<file path="config.mk">
export PLATFORM = sky130hd
export DESIGN_NAME = interrupt_sequencer
export DESIGN_NICKNAME = d
export VERILOG_FILES = /design/src/rtl/interrupt_sequencer_pkg.sv /design/src/rtl/interrupt_sequencer.sv
export SDC_FILE = /design/constraint.sdc
export NUM_CORES = 1
export LEC_CHECK = 0
export ABC_AREA = 1
export ABC_CLOCK_PERIOD_IN_PS = 1600
export BUFFER_PORTS_ARGS = -buffer_cell sky130_fd_sc_hd__buf_4
export CORE_ASPECT_RATIO = 0.8
export CORE_MARGIN = 3
export CORE_UTILIZATION = 30
export DETAILED_ROUTE_END_ITERATION = 8
export HOLD_SLACK_MARGIN = 0.02
export PLACE_DENSITY = 0.53
export SKIP_CTS_REPAIR_TIMING = 1
export SLEW_MARGIN = 5
export SYNTH_ARGS = -nofsm -noshare
export SYNTH_HDL_FRONTEND = slang
export SYNTH_SLANG_ARGS = --single-unit
</file>
<file path="constraint.sdc">
create_clock -name clk -period 1.6 [get_ports clk]
set_input_delay 0.32 -clock clk [delete_from_list [all_inputs] [get_ports clk]]
set_output_delay 0.32 -clock clk [all_outputs]
set_load 0.01 [all_outputs]
</file>
<file path="src/rtl/interrupt_sequencer_pkg.sv">
// Shared types and constants for the CPU-side interrupt sequencer:
// the FSM state encoding, the default vectors and the int_status bit layout.
package interrupt_sequencer_pkg;

  typedef enum logic [1:0] {
    ST_IDLE      = 2'd0,
    ST_LOW_ACT   = 2'd1,
    ST_HIGH_ACT  = 2'd2,
    ST_HIGH_NEST = 2'd3
  } state_t;

  localparam logic [31:0] DEFAULT_HIGH_VECTOR = 32'h0000_0008;
  localparam logic [31:0] DEFAULT_LOW_VECTOR  = 32'h0000_0018;

  // int_status bit positions, as seen by firmware in int_reg[21:18]
  localparam int STAT_NESTED   = 3;
  localparam int STAT_LOW_PEND = 2;
  localparam int STAT_HIGH_ACT = 1;
  localparam int STAT_LOW_ACT  = 0;

  function automatic logic [3:0] status_decode(input state_t s, input logic pend);
    logic [3:0] st;
    st                = 4'b0000;
    st[STAT_NESTED]   = (s == ST_HIGH_NEST);
    st[STAT_LOW_PEND] = pend;
    st[STAT_HIGH_ACT] = (s == ST_HIGH_ACT) || (s == ST_HIGH_NEST);
    st[STAT_LOW_ACT]  = (s == ST_LOW_ACT) || (s == ST_HIGH_NEST);
    return st;
  endfunction

endpackage

</file>
<file path="src/rtl/interrupt_sequencer.sv">
// Takes interrupt requests at instruction boundaries, redirects fetch to the
// high/low vector, and restores return PCs with one level of high-over-low nesting.
module interrupt_sequencer
  import interrupt_sequencer_pkg::*;
#(
  parameter logic [31:0] HIGH_VECTOR = DEFAULT_HIGH_VECTOR,
  parameter logic [31:0] LOW_VECTOR  = DEFAULT_LOW_VECTOR
) (
  input  logic        clk,
  input  logic        rst_n,
  input  logic        interrupt_pin_high,
  input  logic        interrupt_pin_low,
  input  logic        instr_done,
  input  logic        reti,
  input  logic [31:0] pc_next,
  output logic        redirect,
  output logic [31:0] redirect_pc,
  output logic        ack_high,
  output logic        ack_low,
  output logic        spurious_reti,
  output logic [3:0]  int_status
);

  state_t      state, state_nxt;
  logic        low_pending, pend_nxt;
  logic [31:0] saved_pc_low, saved_pc_high;
  logic [31:0] spc_low_nxt, spc_high_nxt, rpc_nxt;
  logic        redir_nxt, ack_h_nxt, ack_l_nxt, spur_nxt;
  logic        sample;

  // The instruction at the redirect target has not executed yet, so a
  // retirement strobe coinciding with redirect is not a boundary.
  assign sample = instr_done && !redirect;

  always_comb begin
    state_nxt    = state;
    pend_nxt     = low_pending;
    spc_low_nxt  = saved_pc_low;
    spc_high_nxt = saved_pc_high;
    rpc_nxt      = redirect_pc;
    redir_nxt    = 1'b0;
    ack_h_nxt    = 1'b0;
    ack_l_nxt    = 1'b0;
    spur_nxt     = 1'b0;
    if (sample) begin
      if (reti) begin
        case (state)
          ST_LOW_ACT: begin
            state_nxt = ST_IDLE;
            rpc_nxt   = saved_pc_low;
            redir_nxt = 1'b1;
          end
          ST_HIGH_ACT: begin
            state_nxt = ST_IDLE;
            pend_nxt  = 1'b0;
            rpc_nxt   = saved_pc_high;
            redir_nxt = 1'b1;
          end
          ST_HIGH_NEST: begin
            state_nxt = ST_LOW_ACT;
            pend_nxt  = 1'b0;
            rpc_nxt   = saved_pc_high;
            redir_nxt = 1'b1;
          end
          default: spur_nxt = 1'b1;
        endcase
      end else if (interrupt_pin_high && (state == ST_IDLE || state == ST_LOW_ACT)) begin
        state_nxt    = (state == ST_IDLE) ? ST_HIGH_ACT : ST_HIGH_NEST;
        spc_high_nxt = pc_next;
        rpc_nxt      = HIGH_VECTOR;
        redir_nxt    = 1'b1;
        ack_h_nxt    = 1'b1;
      end else if (interrupt_pin_low) begin
        case (state)
          ST_IDLE: begin
            state_nxt   = ST_LOW_ACT;
            pend_nxt    = 1'b0;
            spc_low_nxt = pc_next;
            rpc_nxt     = LOW_VECTOR;
            redir_nxt   = 1'b1;
            ack_l_nxt   = 1'b1;
          end
          ST_HIGH_ACT, ST_HIGH_NEST: pend_nxt = 1'b1;
          default: ;
        endcase
      end
    end
  end

  always_ff @(posedge clk or negedge rst_n) begin
    if (!rst_n) begin
      state         <= ST_IDLE;
      low_pending   <= 1'b0;
      saved_pc_low  <= 32'h0;
      saved_pc_high <= 32'h0;
      redirect      <= 1'b0;
      redirect_pc   <= 32'h0;
      ack_high      <= 1'b0;
      ack_low       <= 1'b0;
      spurious_reti <= 1'b0;
      int_status    <= 4'b0000;
    end else begin
      state         <= state_nxt;
      low_pending   <= pend_nxt;
      saved_pc_low  <= spc_low_nxt;
      saved_pc_high <= spc_high_nxt;
      redirect      <= redir_nxt;
      redirect_pc   <= rpc_nxt;
      ack_high      <= ack_h_nxt;
      ack_low       <= ack_l_nxt;
      spurious_reti <= spur_nxt;
      int_status    <= status_decode(state_nxt, pend_nxt);
    end
  end

endmodule

</file>
# --- Word level (Yosys, flattened, before mapping) ---
# Index checks and enable logic that the tools add are counted.
totals:
  output_inout_bits: 40
  word_cells: 67
  inputBits: 38
  regBits: 107
classes:
  eq_ne: 7
  muxes: 33
  n_bitwise: 2
  reduce_logical: 15
ops:
  columns: ["cell", "count"]
  rows:
  - ["2-to-1 mux 32 bit", 4]
  - ["case mux 32 bit (2 select lines)", 1]
  - ["2-to-1 mux 1 bit", 21]
  - ["2-to-1 mux 2 bit", 5]
  - ["== test 2 bit (second input constant)", 4]
  - ["nonzero test 3 bit", 2]
  - ["AND reduction 5 bit", 1]
  - ["== test 2 x 1 -> 1 bit (second input constant)", 2]
  - ["case mux 2 bit (2 select lines)", 1]
  - ["AND reduction 4 bit", 1]
  - ["OR reduction 2 bit", 2]
  - ["logical OR 1 bit", 3]
  - ["!= test 3 x 2 -> 1 bit (second input constant)", 1]
  - ["AND reduction 3 bit", 1]
  - ["OR reduction 3 bit", 1]
  - ["logical AND 1 bit", 2]
  - ["logical NOT 2 bit", 1]
  - ["NOT 1 bit", 2]
  - ["case mux 1 bit (2 select lines)", 1]
  - ["logical NOT 1 bit", 1]

# --- Logic depth before layout (Yosys ltp) ---
logic_depth:
  depth_word: 8
  depth_mapped: 9

# --- Worst setup path before layout ---
# OpenSTA, ideal clock, no wires.
synth_path:
  path_kind: "register to register"
  from: "reg state[1]"
  to: "reg redirect_pc[0]"
  setup_slack_ps: 316
  t_arrival_ps: 1168
  required_ps: 1483
  path_buffers: 2
  path_stages_with_launch: 9
  cell_sequence: "dfrtp_1 -> buf_4 -> nor2_2 -> nand2_1 -> nand2_2 -> nand2_4 -> buf_6 -> nand2_1 -> nand2_1"
synth_between:
  elab_chain_cells: 5
  word_cells_on_any_way: 14
  classes_between: "eq/ne (4); mux (3); reduce/logical (7)"
synth_lines:
  columns: ["item", "line_no", "rtl"]
  rows:
  - ["start, declared", "interrupt_sequencer.sv:24", "state_t state, state_nxt;"]
  - ["start signal, assigned", "interrupt_sequencer.sv:103", "state <= state_nxt;"]
  - ["== test 2 x 1 -> 1 bit or logical NOT 2 bit (tied branches)", "interrupt_sequencer.sv:47, interrupt_sequencer.sv:67, interrupt_sequencer.sv:74", null]
  - ["logical OR 1 bit", "interrupt_sequencer.sv:67", "end else if (interrupt_pin_high && (state == ST_IDLE || state == ST_LOW_ACT)) begin"]
  - ["logical AND 1 bit", "interrupt_sequencer.sv:67", null]
  - ["nonzero test 3 bit (no source line) or 2-to-1 mux 32 bit (tied branches)", null, null]
  - ["AND reduction 4 bit (no source line) or 2-to-1 mux 32 bit (tied branches)", null, null]
  - ["end signal, assigned", "interrupt_sequencer.sv:108", "redirect_pc <= rpc_nxt;"]
  - ["end, declared", "interrupt_sequencer.sv:17", "output logic [31:0] redirect_pc,"]
# Parallel ways exist; a longest one is shown, timed or not.
# A chain may end at the register's enable or synchronous reset.

# --- Worst setup path in the final report ---
layout_path:
  from: "reg state[1]"
  to: "reg redirect_pc[11]"
# Same word-level chain as after synthesis.

==> run_results.csv <==
group,metric,value,unit
status,status,"completed",
critical_path,end_kind,"register",
clock_tree,clkLatencyLatePin,0.34,ns
yosys,synth_top_cells_by_area,"dfrtp_1, nand2_1, nand3_1",
yosys,synth-compound-area-share,4.076,%
yosys,yosysMostFrequentCell,"nand2_1",
yosys,synthFlopType,"dfrtp_1",
yosys,yosysTopAreaCellShare,56.68,%
yosys,synth-xor-area-share,0,%
timing,setup-tns-final,0,ns
power_and_ir_drop,p_per_area,1645,nW/µm²
yosys,muxShareOfSynthArea,0,%
critical_path,regToRegSetupSlack,0.12,ns
grt,grt_util_all_layers,15.37,%
timing,worst_pin_slew,0.5276,ns
cells_and_area,drive_gt1_share,19.82,%
timing,fin_worst_skew,0.008369,ns
min_path,hold_class,"input pin to register",
yosys,synth-simple-area-share,33.33,%
detailed_routing,first_pass_iters,5,
floorplanning,core-area,14690,µm²
yosys,yosysWarnings,0,
place,dp_cells,839,
grt,antenna_found_initial,0,
yosys,synth_largest_area_cell,"dfrtp_1",
yosys,synth_common_cells,"nand2_1, dfrtp_1, nand3_1, a21oi_1, buf_2",
power_and_ir_drop,p_leak,3.140,nW
timing,fin_crit_sh,92.57,%
place,gp_congestion,0.7984,
detailed_routing,drt-total-wl,12620,µm
timing,finalHoldViolations,0,
timing,drv_slew,0,
floorplanning,dieArea,16990,µm²
floorplanning,die_w,145.0,µm
critical_path,cp.arrival,1.71,ns
yosys,synth_top_family_by_area,"simple AND/OR/NAND/NOR gates",
timing,rsz0062_at_grt,"false",
critical_path,cp-start-kind,"register",
grt,grt_pass1_vias,3993,
yosys,syn_inst,570,
detailed_routing,vias,3968,
grt,grt_max_degree,39,
yosys,synth_cell_types,20,
cells_and_area,final_cells,856,
timing,timing.fmax,675.2,MHz
clock_tree,cts.sinks,105,
clock_tree,clock_path_buffers,2,
cells_and_area,synthToLayoutAreaGrowth,26.72,%
grt,grt_pass1_wl,20740,µm
flow_run,cap_violations,0,
clock_tree,htreeDepth,3,
yosys,async_reset_ff_share,100.0,%
floorplanning,die_h,117.2,µm
timing,setup_viol,0,
clock_tree,clk_pin_slew,0.07,ns
critical_path,cp.required,1.83,ns
place,io_buffers,77,
floorplanning,initial_core_util,31.56,%
timing,period_minus_slack,1.481,ns
yosys,synth_seq_cells,105,
detailed_routing,wl_per_cell,14.74,µm
yosys,seq_area_frac_synth,56.68,%
critical_path,path_class,"register to register",
yosys,avgSynthCellArea,8.133,µm²
yosys,synth-edff-count,0,
critical_path,worst-path-max-fanout,33,
floorplanning,placementRows,39,
clock_tree,cts_buffers,9,
cells_and_area,nets,684,
place,dp_hpwl,8365,µm
power_and_ir_drop,ir_drop,0.0007440,V
detailed_routing,remaining_drc_errors,0,
yosys,synth_fa_ha_area_share,0,%
clock_tree,cts_tree,"built",
detailed_routing,drt_iter0_drc,217,
timing,maxSlewHeadroom,64.82,%
clock_tree,cts-root-buf,"clkbuf_16",
detailed_routing,antenna_left,0,
yosys,syn-cell-area,4636,µm²
floorplanning,ios,78,
detailed_routing,vias_per_cell,4.636,
yosys,syn-num-nets,608,
cells_and_area,antenna_cells,0,
grt,overflow,0,
## power by group
| part | switching, mW | internal [mW] |
|---|---|---|
| Clock | 1.00 | 1.59 |
| Combinational | 1.56 | 1.21 |
| Sequential | 0.599 | 3.69 |
## registers in the layout (all words and copies together), names as in the netlist
name           flops
ack_high           1
ack_low            1
int_status         4
redirect           1
redirect_pc       32
saved_pc_high     32
saved_pc_low      32
spurious_reti      1
state              1
## area by class of cell
cell class              count  area (µm²)
fillers                  1502        8813
flip-flops and latches    105        2628
multi-input cells         413        1750
repair buffers            102       830.8
well taps                 205       256.5
clock buffers              11       242.7
clock inverters             5       110.1
inverters                  15       56.30
## layer usage
metal  GRT usage, %  wire [µm]  vias up  share of wire [%]
met5              0          0        -                  0
met4          3.671         92        0               0.73
met3          3.888        565        7                4.5
met2          24.59       5725      100                 45
met1          21.35       6237     1920                 49
li1               -          -     1941                  -
## per-stage QoR
step | util, % | total power [mW] | area [µm²] | hold slack, ns | worst slack [ns]
3_5_place_dp | 37.46 | 7.119 | 5503 | 0.3374 | 0.06142
6_report | 39.99 | 9.663 | 5874 | 0.1793 | 0.1189
3_3_place_gp | 37.46 | 7.053 | 5503 | 0.3237 | 0.1189
2_1_floorplan | - | 5.908 | 4636 | 0.02441 | 0.3158
4_1_cts | 39.87 | 9.755 | 5856 | -0.03786 | 0.04984
5_1_grt | 39.99 | 10.38 | 5874 | 0.1664 | 0.02323
## placed cells by master, fill, tap and decap left out, drive strengths merged
cell type    instances
nand2              300
dfrtp              105
buf                101
nand3               69
a21oi               33
inv                 17
clkbuf              11
nor2                 6
bufinv               3
o21ai                2
nor3                 1
nand4                1
a31oi                1
dlygate4sd3          1
## worst paths after layout
kind                            startpoint                end  cells past startpoint
max                               state[1]    redirect_pc[11]                      6
min                            pc_next[22]  saved_pc_high[22]                      3
max reg2reg                       state[1]    redirect_pc[11]                      6
min reg2reg                saved_pc_low[6]    saved_pc_low[6]                      2
max in group asynchronous            rst_n    redirect_pc[30]                      3
min in group asynchronous            rst_n      int_status[1]                      2
## cell families (layout without fill, tap and decap cells)
group,after synthesis,count (layout)
simple gates,377,377
compound gates,36,36
flops,105,105
buf+inv,52,133
## critical path, stage by stage (launching register included)
cell     delay (ns)
dfrtp_1        0.43
nor2_2         0.20
nand2_1        0.14
nand2_2        0.21
nand2_8        0.20
nand2_1        0.12
nand2_1        0.06
Note: power is estimated with default switching activity, not from simulation.
